--- config.mk ---
export PLATFORM = sky130hd
export DESIGN_NAME = hub75_rx_flat
export DESIGN_NICKNAME = d
export VERILOG_FILES = /design/src/rtl/hub75_rx_if.sv /design/src/rtl/hub75_rx.sv /design/src/flat_wrapper.sv
export SDC_FILE = /design/constraint.sdc
export NUM_CORES = 1
export LEC_CHECK = 0
export BUFFER_PORTS_ARGS = -buffer_cell sky130_fd_sc_hd__buf_2
export CAP_MARGIN = 15
export CORE_ASPECT_RATIO = 0.75
export CORE_MARGIN = 10
export CORE_UTILIZATION = 35
export CTS_CLUSTER_DIAMETER = 80
export DETAILED_ROUTE_END_ITERATION = 10
export GPL_TIMING_DRIVEN = 0
export PLACE_DENSITY = 0.54
export SLEW_MARGIN = 40
export SYNTH_ARGS = -nofsm -noshare
export SYNTH_HDL_FRONTEND = slang
export SYNTH_SLANG_ARGS = --single-unit
--- constraint.sdc ---
create_clock -name clk -period 5.24 [get_ports clk]
set_input_delay 1.048 -clock clk [delete_from_list [all_inputs] [get_ports clk]]
set_output_delay 1.048 -clock clk [all_outputs]
set_load 0.02 [all_outputs]
--- src/rtl/hub75_rx_if.sv ---
// Framebuffer write bus produced by the HUB75 panel emulator.
interface hub75_rx_if;
    logic        wr_en;
    logic [11:0] wr_addr;
    logic [2:0]  wr_data;
    logic        frame_start;
    logic        overrun;
    logic [15:0] on_cycles;

    modport master (
        output wr_en, wr_addr, wr_data,
        output frame_start, overrun, on_cycles
    );
    modport slave (
        input wr_en, wr_addr, wr_data,
        input frame_start, overrun, on_cycles
    );
endinterface

--- src/rtl/hub75_rx.sv ---
// HUB75 receive side: emulates a 64-column 1/32-scan panel and streams
// each latched row pair into a framebuffer, one pixel per clk.
module hub75_rx #(
    parameter int WIDTH       = 64,
    parameter int ADDR_BITS   = 5,
    parameter int SYNC_STAGES = 2
) (
    input  logic                 clk,
    input  logic                 rst_n,
    input  logic                 sclk,
    input  logic                 latch,
    input  logic                 blank,
    input  logic [ADDR_BITS-1:0] addry,
    input  logic [2:0]           rgb0,
    input  logic [2:0]           rgb1,
    hub75_rx_if.master           fb
);
    localparam int SW = 3 + ADDR_BITS + 6;
    localparam int IW = $clog2(2 * WIDTH);
    localparam int XW = $clog2(WIDTH);
    localparam logic [0:0] S_IDLE   = 1'b0;
    localparam logic [0:0] S_STREAM = 1'b1;
    localparam logic [IW-1:0] LAST_IDX = IW'(2 * WIDTH - 1);

    logic [SW-1:0]        r_sync [SYNC_STAGES];
    logic                 r_sclk_d;
    logic                 r_latch_d;
    logic [5:0]           r_shift [WIDTH];
    logic [5:0]           r_hold  [WIDTH];
    logic [15:0]          r_blank_cnt;
    logic [0:0]           r_state;
    logic [IW-1:0]        r_idx;
    logic [ADDR_BITS-1:0] r_row;
    logic                 r_wr_en;
    logic [11:0]          r_wr_addr;
    logic [2:0]           r_wr_data;
    logic                 r_frame;
    logic                 r_overrun;
    logic [15:0]          r_on_cycles;

    wire [SW-1:0] w_pins = {sclk, latch, blank, addry, rgb1, rgb0};
    wire [SW-1:0] w_sy   = r_sync[SYNC_STAGES-1];

    wire                 w_sclk  = w_sy[SW-1];
    wire                 w_latch = w_sy[SW-2];
    wire                 w_blank = w_sy[SW-3];
    wire [ADDR_BITS-1:0] w_addr  = w_sy[6 +: ADDR_BITS];
    wire [5:0]           w_pix   = w_sy[5:0];

    wire w_sclk_rise  = w_sclk & ~r_sclk_d;
    wire w_latch_rise = w_latch & ~r_latch_d;

    wire          w_half = r_idx[IW-1];
    wire [XW-1:0] w_x    = r_idx[XW-1:0];
    wire [5:0]    w_ent  = r_hold[w_x];
    wire [2:0]    w_data = w_half ? w_ent[5:3] : w_ent[2:0];
    wire [11:0]   w_waddr = 12'({w_half, r_row, w_x});

    always_ff @(posedge clk or negedge rst_n) begin
        if (!rst_n) begin
            for (int s = 0; s < SYNC_STAGES; s++) r_sync[s] <= '0;
            r_sclk_d  <= 1'b0;
            r_latch_d <= 1'b0;
        end else begin
            r_sync[0] <= w_pins;
            for (int s = 1; s < SYNC_STAGES; s++) r_sync[s] <= r_sync[s-1];
            r_sclk_d  <= w_sclk;
            r_latch_d <= w_latch;
        end
    end

    // Newest pixel at x = 0, like a real panel's chained shift registers.
    always_ff @(posedge clk or negedge rst_n) begin
        if (!rst_n) begin
            for (int j = 0; j < WIDTH; j++) r_shift[j] <= '0;
        end else if (w_sclk_rise) begin
            r_shift[0] <= w_pix;
            for (int j = 1; j < WIDTH; j++) r_shift[j] <= r_shift[j-1];
        end
    end

    always_ff @(posedge clk or negedge rst_n) begin
        if (!rst_n) begin
            r_blank_cnt <= '0;
            r_on_cycles <= '0;
        end else if (w_latch_rise) begin
            r_on_cycles <= r_blank_cnt;
            r_blank_cnt <= '0;
        end else if (!w_blank && r_blank_cnt != 16'hFFFF) begin
            r_blank_cnt <= r_blank_cnt + 16'd1;
        end
    end

    // The hold copy isolates the outgoing stream from ongoing shifting.
    always_ff @(posedge clk or negedge rst_n) begin
        if (!rst_n) begin
            for (int j = 0; j < WIDTH; j++) r_hold[j] <= '0;
            r_state   <= S_IDLE;
            r_idx     <= '0;
            r_row     <= '0;
            r_wr_en   <= 1'b0;
            r_wr_addr <= '0;
            r_wr_data <= '0;
            r_frame   <= 1'b0;
            r_overrun <= 1'b0;
        end else if (w_latch_rise) begin
            for (int j = 0; j < WIDTH; j++) r_hold[j] <= r_shift[j];
            r_overrun <= (r_state == S_STREAM);
            r_state   <= S_STREAM;
            r_idx     <= '0;
            r_row     <= w_addr;
            r_wr_en   <= 1'b0;
            r_frame   <= 1'b0;
        end else begin
            r_overrun <= 1'b0;
            if (r_state == S_STREAM) begin
                r_wr_en   <= 1'b1;
                r_wr_addr <= w_waddr;
                r_wr_data <= w_data;
                r_frame   <= (r_idx == '0) && (r_row == '0);
                r_idx     <= r_idx + 1'b1;
                if (r_idx == LAST_IDX) begin
                    r_state <= S_IDLE;
                    r_idx   <= '0;
                end
            end else begin
                r_wr_en <= 1'b0;
                r_frame <= 1'b0;
            end
        end
    end

    assign fb.wr_en       = r_wr_en;
    assign fb.wr_addr     = r_wr_addr;
    assign fb.wr_data     = r_wr_data;
    assign fb.frame_start = r_frame;
    assign fb.overrun     = r_overrun;
    assign fb.on_cycles   = r_on_cycles;
endmodule
--- src/flat_wrapper.sv ---
// flat-port wrapper written by rule: the top's interface ports become plain ports
module hub75_rx_flat 
#(
    parameter int WIDTH       = 64,
    parameter int ADDR_BITS   = 5,
    parameter int SYNC_STAGES = 2
)
  (clk, rst_n, sclk, latch, blank, addry, rgb0, rgb1, fb_wr_en, fb_wr_addr, fb_wr_data, fb_frame_start, fb_overrun, fb_on_cycles);
  hub75_rx_if fb_i ();
  input  logic clk;
  input  logic rst_n;
  input  logic sclk;
  input  logic latch;
  input  logic blank;
  input  logic [ADDR_BITS-1:0] addry;
  input  logic [2:0] rgb0;
  input  logic [2:0] rgb1;
  output wire logic [$bits(fb_i.wr_en)-1:0] fb_wr_en;
  output wire logic [$bits(fb_i.wr_addr)-1:0] fb_wr_addr;
  output wire logic [$bits(fb_i.wr_data)-1:0] fb_wr_data;
  output wire logic [$bits(fb_i.frame_start)-1:0] fb_frame_start;
  output wire logic [$bits(fb_i.overrun)-1:0] fb_overrun;
  output wire logic [$bits(fb_i.on_cycles)-1:0] fb_on_cycles;
  assign fb_wr_en = fb_i.wr_en;
  assign fb_wr_addr = fb_i.wr_addr;
  assign fb_wr_data = fb_i.wr_data;
  assign fb_frame_start = fb_i.frame_start;
  assign fb_overrun = fb_i.overrun;
  assign fb_on_cycles = fb_i.on_cycles;
  hub75_rx #(.WIDTH(WIDTH), .ADDR_BITS(ADDR_BITS), .SYNC_STAGES(SYNC_STAGES)) u_core (.clk(clk), .rst_n(rst_n), .sclk(sclk), .latch(latch), .blank(blank), .addry(addry), .rgb0(rgb0), .rgb1(rgb1), .fb(fb_i));
endmodule
## Yosys cells after proc, flatten, opt, wreduce, memory -nomap -nowiden

Index checks and enable logic that the tools add are counted.

| operators by class | value |
|---|---|
| magnitude comparators | 1 |
| bitwise logic cells | 6 |
| reduce and logical (&&, ||, !) cells | 8 |
| add/subtract/negate cells | 2 |
| equality and inequality tests | 2 |
| muxes and demuxes | 17 |

Operator list:

| operator | number |
|---|---|
| $bmux 6 s6 | 1 |
| $mux 16 | 2 |
| $mux 7 | 3 |
| $add 16x1->16 const B | 1 |
| $ne 16x16->1 const B | 1 |
| $mux 6 | 2 |
| $mux 1 | 8 |
| $add 7x1->7 const B | 1 |
| $eq 7x7->1 const B | 1 |
| $ge 7x7->1 const B | 1 |
| $logic_not 7->1 | 1 |
| $not 6->7 | 1 |
| $logic_not 5->1 | 1 |
| $reduce_bool 2->1 | 2 |
| $mux 3 | 1 |
| $not 1->1 | 3 |
| $and 1x1->1 | 2 |
| $logic_and 1x1->1 | 2 |
| $reduce_and 2->1 | 1 |
| $logic_not 1->1 | 1 |

| storage, ports and cells | value |
|---|---|
| word-level logic and storage cells | 178 |
| output and inout port bits | 34 |
| input port bits | 16 |
| bits in registers | 861 |

## Depth between registers and ports, before layout

| depth | value |
|---|---|
| depth after elaboration | 5 |
| gate-level depth with buffers | 10 |
| mapped depth without buffers | 7 |

## Worst setup path after synthesis

OpenSTA, ideal clock, no wires.

| timing | value |
|---|---|
| kind | reg-to-reg |
| start | register u_core.r_idx[1] |
| end | register u_core.r_wr_data[1], in the netlist u_core.fb.wr_data[1] |
| path slack | 3048 ps |
| arrival | 2066 ps |
| required time | 5114 ps |
| library setup time | 126 ps |
| stages on the path, launching flop included | 8 |
| clock period less this slack | 2192 ps |
| buffers on the path | 2 |
| cells stage by stage | dfrtp_1 -> buf_2 -> buf_2 -> mux4_2 -> mux4_2 -> nor3b_1 -> nor3_1 -> a311o_1 |

| between the ends | value |
|---|---|
| longest elaborated chain between the ends | 5 |

Ends and longest elaborated chain:

| item | RTL line | RTL |
|---|---|---|
| start: declaration | hub75_rx.sv:32 | `logic [IW-1:0] r_idx;` |
| start signal: assignment | hub75_rx.sv:121 | `r_idx <= r_idx + 1'b1;` |
| $not 6->7 (not written as such) | hub75_rx.sv:55 | `wire [5:0] w_ent = r_hold[w_x];` |
| $bmux 6 s6 | hub75_rx.sv:55 |  |
| $mux 6 (not written as such) (2 in a row) | hub75_rx.sv:55 |  |
| $mux 3 | hub75_rx.sv:56 | `wire [2:0] w_data = w_half ? w_ent[5:3] : w_ent[2:0];` |
| end signal: assignment | hub75_rx.sv:119 | `r_wr_data <= w_data;` |
| end: declaration | hub75_rx.sv:36 | `logic [2:0] r_wr_data;` |

Every way passes these cells. The select of a mux whose other input is x is not followed.
A chain may end at the register's enable or synchronous reset.

## Final worst setup path

| timing | value |
|---|---|
| start | register u_core.r_idx[0] |
| end | register u_core.r_wr_data[0], in the netlist u_core.fb.wr_data[0] |

Same word-level chain as after synthesis.

==> reports/metrics.csv <==
metric,value,unit
cts-root-buf,clkbuf_16,
syn_area,35100,um^2
clock.fmax,0.297,GHz
io_buffers,49,
peakVddDrop,0.000238,V
yosys.area.top_type,dfrtp_1,
drtPass1Iterations,7,
core,99500,um^2
cellLeakagePower,20.5,nW
synth.most_common_cell,nand2_1,
synth_edf_count,0,
clkSinkCount,861,
wl_per_cell,19.6,um
cts_inserted_buffers,85,
dieArea,114000,um^2
utilization,0.405,
grt_start_max_net_pins,103,
cap_violations,0,
timing.clock.skew,0.0268,ns
hold_viol,0,
min_period,3.37,ns
cts_buffer_depth,3,
power.density,415,nW/um^2
num_vias,22700,
power,16.7,mW
start_kind,flop,
syn_inst,3066,
rsz0062_at_grt,no,
routed_wl,90.2,mm
drtIter0Drc,2046,
path_class,flop to flop,
maxSlewViolCount,0,
min_path_type,input port to async pin,
dpl-instance-area,37300,um^2
setup_viol,0,
synth_area_leaders,"dfrtp_1 61%, nand2_1 14%, mux2_2 13%, mux4_2 4.0%, mux2i_1 2.2%",
grt_pass1_vias,22400,
ys.flop_type,dfrtp_1,
synthDistinctLibCells,57,
clock_latency,0.69,ns
syn_nets,3085,
crit_fanout,10,
htree_levels,3,
clkTransAtPathRegs,0.07,ns
drive_gt1_frac,0.214,
timing.setup.tns,0,ns
synthTopCellsByCount,"1,274 x nand2_1, 861 x dfrtp_1, 398 x mux2_2, 143 x clkbuf_1, 76 x mux2i_1",
gp_congestion,0.803,
syn2layout_area_growth,14.5,%
cts_tree,done,
antenna_found_initial,2,
post_cts_buffers,0,
cts_resized,0,
grt_usage,0.160,
nets,3231,
place_hpwl,62.3,mm
worstMarginPinSlew,0.881,ns
worst_slack,1.87,ns
yosysWarnings,0,
crit_arrival,3.95,ns
period_share,0.643,
drc,0,
required,5.82,ns
stdcell_area,40200,um^2
rows,100,
grt_pass1_wl,141,mm
avgSynthCellArea,11.5,um^2
place_ws,1.92,ns
outcome,finished clean,
async_reset_ff_frac,1.00,
grt_overflow_total,0,
postCtsHoldBufs,0,
die_height,294,um
seq_area_frac_synth,0.613,
start_util,0.353,
synth_top_area_frac,0.613,
relSlewSlack,0.397,
end_kind,flop,
fillCellCount,9589,
ios,50,
synth_seq_cells,861,
postRouteAntennaNets,0,
die_x,386,um
viasPerCell,4.92,
-- report_power, final --
group	switching, mW	internal (mW)	leakage, nW
Sequential	0.481	7.30	11.7
Combinational	1.59	0.997	7.35
Clock	2.70	3.63	1.44
-- routing by layer --
layer / vias to the layer above / global-route usage / wire length, um
li1: 10500 / - / -
met1: 11500 / 0.259 / 47500
met2: 548 / 0.207 / 34900
met3: 112 / 0.0357 / 5930
met4: 2 / 0.0422 / 1790
met5: - / 0 / 13
-- layout make-up --
class,count,area [um^2],share of cell area
clock inverter,28,315,0.00784
clock buffer,128,2590,0.0643
inverter,6,22.5,0.000560
antenna,1,2.50,0.0000622
buffer,182,781,0.0194
multi-input combinational,2017,12800,0.318
sequential,861,21500,0.535
tap,1326,1660,0.0412
timing repair buffer,59,536,0.0133
-- path summary, 6_finish.rpt --
| check | slack [ns] | cells past startpoint | from | endpoint |
|---|---|---|---|---|
| worst max-delay path | 1.87 | 9 | u_core.r_idx[0] | u_core.fb.wr_data[0] |
| worst min-delay path | 0.23 | 1 | rst_n | u_core.fb.on_cycles[9] |
| worst max register to register | 1.87 | 9 | u_core.r_idx[0] | u_core.fb.wr_data[0] |
| worst min register to register | 0.34 | 0 | u_core.r_sync[20] | u_core.w_sy[6] |
| max in group asynchronous | 3.15 | 5 | rst_n | u_core.r_shift[141] |
| min in group clk | 0.34 | 0 | u_core.r_sync[20] | u_core.w_sy[6] |
-- kinds of logic (layout without fill, tap and decap cells) --
logic type / count (synthesis) / after routing / synth area share
other: 0 / 1 / 0
multiplexers: 537 / 537 / 0.190
XOR/XNOR: 15 / 15 / 0.00374
adder cells (fa/ha/maj): 3 / 3 / 0.00107
AO/OA/AOI/OAI: 88 / 88 / 0.0184
AND/OR/NAND/NOR: 1374 / 1374 / 0.151
flip-flops: 861 / 861 / 0.613
buffers and inverters: 188 / 403 / 0.0227
-- worst max-delay path, stage by stage (launching register included) --
cell     delay [ns]
dfrtp_1        0.53
buf_4          0.39
buf_6          0.35
buf_6          0.26
buf_4          0.33
mux2i_1        0.49
a22oi_1        0.22
nand3_1        0.15
nand4_1        0.20
o221a_2        0.30
-- metrics by stage --
step / cells / hold slack, ns
finish: 4608 / 0.231
global route: 4607 / 0.214
CTS: 4607 / 0.192
detailed placement: 4451 / 0.336
global placement: 4441 / 0.333
floorplan: 3066 / 0.331
-- placed cells by master, fill, tap and decap left out, types with 4 or more instances in the layout --
cell	n
and3_1	4
clkbuf_1	153
buf_2	63
nand3b_1	4
nor2_1	31
xnor2_1	4
a22oi_1	18
dfrtp_1	861
a22o_1	4
nand2b_1	4
o21ai_0	9
mux2i_1	76
buf_16	10
mux4_2	63
a31oi_1	6
clkbuf_8	30
nand2_1	1274
buf_4	12
clkbuf_16	85
xor2_1	11
mux2_2	398
or3_1	5
nand4_1	9
bufinv_16	4
nand3_1	18
a21oi_1	15
clkinv_2	13
buf_6	4
inv_1	5
buf_1	8
nor2b_1	4
nor3_1	10
a211oi_1	5
o22ai_1	7
-- flip-flops by register name, summed over array words and instances, names as in the netlist, 7 cells and up --
signal	flops
u_core.w_sy	14
u_core.fb.on_cycles	16
u_core.r_shift	384
u_core.r_idx	7
u_core.r_hold	384
u_core.fb.wr_addr	12
u_core.r_sync	14
u_core.r_blank_cnt	16
No activity file was read; power rests on OpenSTA's default activity.
